[src/rtl/led_seq_ctrl_if.sv]
`default_nettype none
// ============================================================================
// Module   : led_seq_ctrl_if
// Purpose  : Game-logic side bundle of the LED sequencer (requests, score, mux).
// Revision : 1.0 - initial release
// ============================================================================
interface led_seq_ctrl_if;
    logic       start;
    logic       hit;
    logic       score_clr;
    logic [6:0] score;
    logic [1:0] led_control;
    logic       busy;

    modport master (
        output start, hit, score_clr,
        input  score, led_control, busy
    );

    modport slave (
        input  start, hit, score_clr,
        output score, led_control, busy
    );
endinterface
`default_nettype wire

[src/rtl/led_seq_ctrl.sv]
`default_nettype none
// ============================================================================
// Module   : led_seq_ctrl
// Purpose  : Saturating score keeper and timed LED display sequencer
//            (show score, then flash). Flash phase built only when the
//            LED_SEQ_FLASH_EN macro is defined.
// Revision : 1.0 - initial release
// ============================================================================
module led_seq_ctrl #(
    parameter int unsigned TICK_DIV    = 50000000,
    parameter int unsigned HOLD_TICKS  = 4,
    parameter int unsigned FLASH_COUNT = 3
) (
    input  logic          clk,
    input  logic          reset,
    led_seq_ctrl_if.slave bus
);

    localparam int unsigned   c_PRESC_W   = (TICK_DIV > 1) ? $clog2(TICK_DIV) : 1;
    localparam int unsigned   c_HOLD_W    = $clog2(HOLD_TICKS + 1);
    localparam logic [c_PRESC_W-1:0] c_TICK_LAST = c_PRESC_W'(TICK_DIV - 1);
    localparam logic [c_HOLD_W-1:0]  c_HOLD_LAST = c_HOLD_W'(HOLD_TICKS - 1);
    localparam logic [6:0]    c_SCORE_MAX = 7'd127;

    generate
        if (TICK_DIV < 2 || HOLD_TICKS < 1 || FLASH_COUNT < 1) begin : g_bad_params
            $error("led_seq_ctrl: illegal parameter value");
        end
    endgenerate

    // State codes double as the mux select, so led_control is the state register.
    typedef enum logic [1:0] {
        S_IDLE      = 2'b11,
        S_SHOW      = 2'b01
`ifdef LED_SEQ_FLASH_EN
        ,
        S_FLASH_ON  = 2'b10,
        S_FLASH_OFF = 2'b00
`endif
    } state_t;

    state_t                state_q, state_d;
    logic [c_PRESC_W-1:0]  presc_q, presc_d;
    logic [c_HOLD_W-1:0]   hold_q,  hold_d;
    logic [6:0]            score_q, score_d;
    logic                  busy_q;
    logic                  w_tick;

`ifdef LED_SEQ_FLASH_EN
    localparam int unsigned          c_FLASH_W    = $clog2(FLASH_COUNT + 1);
    localparam logic [c_FLASH_W-1:0] c_FLASH_LAST = c_FLASH_W'(FLASH_COUNT - 1);
    logic [c_FLASH_W-1:0]  flash_q, flash_d;
`endif

    assign w_tick = (presc_q == c_TICK_LAST);

    always_comb begin
        state_d = state_q;
        hold_d  = hold_q;
`ifdef LED_SEQ_FLASH_EN
        flash_d = flash_q;
`endif
        case (state_q)
            S_IDLE: begin
                if (bus.start) begin
                    state_d = S_SHOW;
                end
            end
            S_SHOW: begin
                if (w_tick) begin
                    if (hold_q == c_HOLD_LAST) begin
                        hold_d  = '0;
`ifdef LED_SEQ_FLASH_EN
                        state_d = S_FLASH_ON;
`else
                        state_d = S_IDLE;
`endif
                    end else begin
                        hold_d = hold_q + 1'b1;
                    end
                end
            end
`ifdef LED_SEQ_FLASH_EN
            S_FLASH_ON: begin
                if (w_tick) begin
                    state_d = S_FLASH_OFF;
                end
            end
            S_FLASH_OFF: begin
                if (w_tick) begin
                    if (flash_q == c_FLASH_LAST) begin
                        flash_d = '0;
                        state_d = S_IDLE;
                    end else begin
                        flash_d = flash_q + 1'b1;
                        state_d = S_FLASH_ON;
                    end
                end
            end
`endif
            default: begin
                state_d = S_IDLE;
            end
        endcase

        // Restarting on every transition keeps each state an exact tick multiple.
        if (state_q == S_IDLE || state_d != state_q || w_tick) begin
            presc_d = '0;
        end else begin
            presc_d = presc_q + 1'b1;
        end
    end

    always_comb begin
        score_d = score_q;
        if (bus.score_clr) begin
            score_d = '0;
        end else if (bus.hit && score_q != c_SCORE_MAX) begin
            score_d = score_q + 1'b1;
        end
    end

    always_ff @(posedge clk or posedge reset) begin
        if (reset) begin
            state_q <= S_IDLE;
            presc_q <= '0;
            hold_q  <= '0;
            score_q <= '0;
            busy_q  <= 1'b0;
        end else begin
            state_q <= state_d;
            presc_q <= presc_d;
            hold_q  <= hold_d;
            score_q <= score_d;
            busy_q  <= (state_d != S_IDLE);
        end
    end

`ifdef LED_SEQ_FLASH_EN
    always_ff @(posedge clk or posedge reset) begin
        if (reset) begin
            flash_q <= '0;
        end else begin
            flash_q <= flash_d;
        end
    end
`endif

    assign bus.score       = score_q;
    assign bus.led_control = state_q;
    assign bus.busy        = busy_q;

endmodule
`default_nettype wire

[src/flat_wrapper.sv]
// flat-port wrapper written by rule: the top's interface ports become plain ports
module led_seq_ctrl_flat 
#(
    parameter int unsigned TICK_DIV    = 50000000,
    parameter int unsigned HOLD_TICKS  = 4,
    parameter int unsigned FLASH_COUNT = 3
)
  (clk, reset, bus_start, bus_hit, bus_score_clr, bus_score, bus_led_control, bus_busy);
  led_seq_ctrl_if bus_i ();
  input  logic clk;
  input  logic reset;
  input wire logic [$bits(bus_i.start)-1:0] bus_start;
  input wire logic [$bits(bus_i.hit)-1:0] bus_hit;
  input wire logic [$bits(bus_i.score_clr)-1:0] bus_score_clr;
  output wire logic [$bits(bus_i.score)-1:0] bus_score;
  output wire logic [$bits(bus_i.led_control)-1:0] bus_led_control;
  output wire logic [$bits(bus_i.busy)-1:0] bus_busy;
  assign bus_i.start = bus_start;
  assign bus_i.hit = bus_hit;
  assign bus_i.score_clr = bus_score_clr;
  assign bus_score = bus_i.score;
  assign bus_led_control = bus_i.led_control;
  assign bus_busy = bus_i.busy;
  led_seq_ctrl #(.TICK_DIV(TICK_DIV), .HOLD_TICKS(HOLD_TICKS), .FLASH_COUNT(FLASH_COUNT)) u_core (.clk(clk), .reset(reset), .bus(bus_i));
endmodule
[config.mk]
export PLATFORM = sky130hd
export DESIGN_NAME = led_seq_ctrl_flat
export DESIGN_NICKNAME = d
export VERILOG_FILES = /design/src/rtl/led_seq_ctrl_if.sv /design/src/rtl/led_seq_ctrl.sv /design/src/flat_wrapper.sv
export SDC_FILE = /design/constraint.sdc
export NUM_CORES = 1
export LEC_CHECK = 0
export BUFFER_PORTS_ARGS = -buffer_cell sky130_fd_sc_hd__buf_2
export CORE_MARGIN = 2
export CORE_UTILIZATION = 50
export CTS_CLUSTER_SIZE = 14
export DETAILED_ROUTE_END_ITERATION = 8
export GPL_TIMING_DRIVEN = 0
export PLACE_DENSITY = 0.71
export SETUP_SLACK_MARGIN = 0.05
export SLEW_MARGIN = 20
export SYNTH_ARGS = -nofsm -noshare
export SYNTH_HDL_FRONTEND = slang
export SYNTH_SLANG_ARGS = --single-unit
[constraint.sdc]
create_clock -name clk -period 1.9 [get_ports clk]
set_input_delay 0.38 -clock clk [delete_from_list [all_inputs] [get_ports clk]]
set_output_delay 0.38 -clock clk [all_outputs]
set_load 0.03 [all_outputs]
==> results.yml <==
outcome:
  status: "finished clean"
sta:
  tns_ns: 0
  finalHoldViolCount: 0
  slew_violations: 0
  timing.clock.skew_ns: 0.004810
  max_clock_freq_ghz: 0.5283
  grt_setup_unrepaired: "yes"
  min_period_over_period_pct: 99.62
  min_period_ns: 1.893
  setup_viol: 0
clock_network:
  cts_hold_buffers: 0
  clockBufferDepth: 2
  clkLatencyLatePin_ns: 0.29
  cts_tree: "built"
  htree_levels: 2
  cts.clk_slew.worst_paths_ns: 0.07
  cts-root-buf: "clkbuf_8"
  cts-buffers-inserted: 5
  cts_num_sinks: 39
pwr:
  p_seq_share_pct: 54.6
  power.internal_mw: 1.202
  p_clk_share_pct: 39.4
  pwr-share-comb_pct: 6.0
  p_sw_share_pct: 22.90
  power_density_nw_per_um2: 644.1
  peakVddDrop_mv: 0.4188
  p_leak_nw: 1.030
  p_sw_mw: 0.3569
  power_mw: 1.559
worst_setup_path:
  critPathMaxFanout: 7
  critPathKind: "flip-flop to flip-flop"
  cp.arrival_ns: 2.07
  crit_required_ns: 2.08
  crit_path_end_kind: "flip-flop"
  startpoint_type: "flip-flop"
synthesis:
  synth_edf_count: 0
  syn_inst: 197
  ys_async_sr_fraction_pct: 100.0
  synth.area.top_cells: "dfrtp_1, a21oi_1, nor2_1"
  synth_nets: 205
  ys.flop_type: "dfrtp_1"
  synth_seq_cells: 39
  synth_cell_types: 33
  syn_area_sq_um: 1908
  synth.top_cell.area_share_pct: 48.52
  yosysTopAreaCell: "dfrtp_1"
  netlist_top_cells_count: "dfrtp_1, a21oi_1, nor2_1"
  avgSynthCellArea_sq_um: 9.686
  yosysWarnings: 0
  yosysMostFrequentCell: "dfrtp_1"
  ys_seq_area_share_pct: 51.28
grt:
  antenna_found_initial: 0
  grt_first_pass_wirelength_um: 7362
  grt_usage_pct: 22.59
  grt_max_degree: 24
  gr-total-overflow: 0
  first_global_vias: 1659
place:
  dp_hpwl_um: 2789
  io_buffer_count: 14
  gp_congestion: 0.8301
die:
  rows: 22
  dieHeight_um: 65.78
  dieWidth_um: 65.78
  start_util_pct: 52.12
  core_sq_um: 3661
  io_pins: 15
  die-area_sq_um: 4326
final_layout:
  utilization_pct: 66.10
  layout.nets: 247
  syn_to_final_growth_pct: 26.82
  diodes: 0
  drive_above_1_share_pct: 30.00
routing:
  drtIter0Drc: 99
  drtPass1Iterations: 4
  via_per_inst: 5.889
  wl_um: 4615
  post-route-drc-count: 0
  ant_nets: 0
  dr_total_vias: 1696
  wl_per_cell_um: 16.02
min_path:
  hold_path.class: "input pin to async pin"
job:
  drv_cap: 0
==> metrics by stage <==
stage / setup slack, ns / hold slack, ns / area, sq um / std cells
2_1_floorplan: 0.05138 / 0.4431 / 1908 / 197
3_3_place_gp: -0.1767 / 0.4779 / 2038 / 259
3_5_place_dp: -0.2515 / 0.3823 / 2066 / 260
4_1_cts: 0.03176 / 0.06751 / 2316 / 283
5_1_grt: -0.06916 / 0.07137 / 2420 / 288
6_report: 0.007304 / 0.06297 / 2420 / 288
==> state kept, by name, indices dropped and copies added (netlist names) <==
register	flops
u_core.bus.led_control	2
u_core.bus.busy	1
u_core.presc_q	26
u_core.hold_q	3
u_core.bus.score	7
==> path summary, 6_finish.rpt <==
path,depth (start not counted),to,startpoint,slack [ns]
max in group asynchronous,3,u_core.presc_q[2],reset,1.39
min in group clk,2,u_core.bus.score[2],bus_score_clr,0.34
worst max-delay path,4,u_core.hold_q[0],u_core.presc_q[18],0.007
worst max register to register,4,u_core.hold_q[0],u_core.presc_q[18],0.007
worst min-delay path,2,u_core.presc_q[3],reset,0.06
worst min register to register,1,u_core.presc_q[0],u_core.presc_q[0],0.50
==> worst max-delay path, stage by stage (launching register included) <==
cell and delay (ns):
dfrtp_1 0.45, nor3b_1 0.31, nand4_1 0.28, nor3_2 0.36, mux2_2 0.37
==> power groups by stage <==
stage          clock (mW)  combinational (mW)  sequential (mW)
3_3_place_gp            0              0.0778            0.866
6_report            0.614              0.0936            0.851
5_1_grt             0.671               0.104            0.852
2_1_floorplan           0              0.0365            0.883
3_5_place_dp            0              0.0883            0.867
4_1_cts             0.625              0.0898            0.851
==> cell type report <==
class,instances,area (sq um)
Buffer,3,23.77
Clock buffer,8,100.1
Fill cell,285,1241
Inverter,5,18.77
Multi-Input combinational cell,149,983.4
Sequential cell,39,980.9
Tap cell,48,60.06
Timing Repair Buffer,36,252.7
==> timing repair <==
item,4_1_cts,5_1_grt
pin swaps,8,12
cloned,0,1
resized for setup,11,20
buffers inserted,15,6
setup endpoints to repair,26,26
==> routing by layer <==
| metal | up-vias | GRT usage [%] | share of wire, % |
|---|---|---|---|
| li1 | 802 | - | - |
| met4 | 0 | 10.68 | 2.3 |
| met1 | 828 | 27.28 | 43 |
| met2 | 52 | 37.75 | 51 |
| met5 | - | 0 | 0 |
| met3 | 14 | 5.622 | 3.7 |
==> layout by cell type (no fill, tap or decap), types with 2 or more instances in the layout <==
cell / count
inv_1: 4
nor3_1: 2
nand3_1: 12
clkbuf_8: 7
o31ai_2: 3
dfrtp_1: 35
nand2_1: 12
or4_4: 3
o21ai_0: 12
buf_2: 15
ha_1: 2
buf_4: 20
and4_1: 4
nand4_1: 8
xnor2_1: 6
dfrtp_2: 2
a21oi_1: 15
and3_1: 7
nor2_1: 19
or4_1: 2
a21oi_2: 5
mux2_2: 2
dfstp_2: 2
or3_1: 10
xor2_1: 7
==> kinds of logic (layout without fill, tap and decap cells) <==
logic type                 count (synthesis)  in the layout  share of synthesized area, %
other                                      1              1                        0.1965
DFF                                       39             39                         51.28
xor gates and xnor gates                  13             13                         5.967
AOI/OAI and AO/OA                         40             40                         11.48
buffers and inverters                      9             52                         1.902
and+or+nand+nor                           89             89                         25.51
adders and majority gates                  3              3                         1.967
muxes                                      3              3                         1.705
Power figures use the tool's default switching activity.
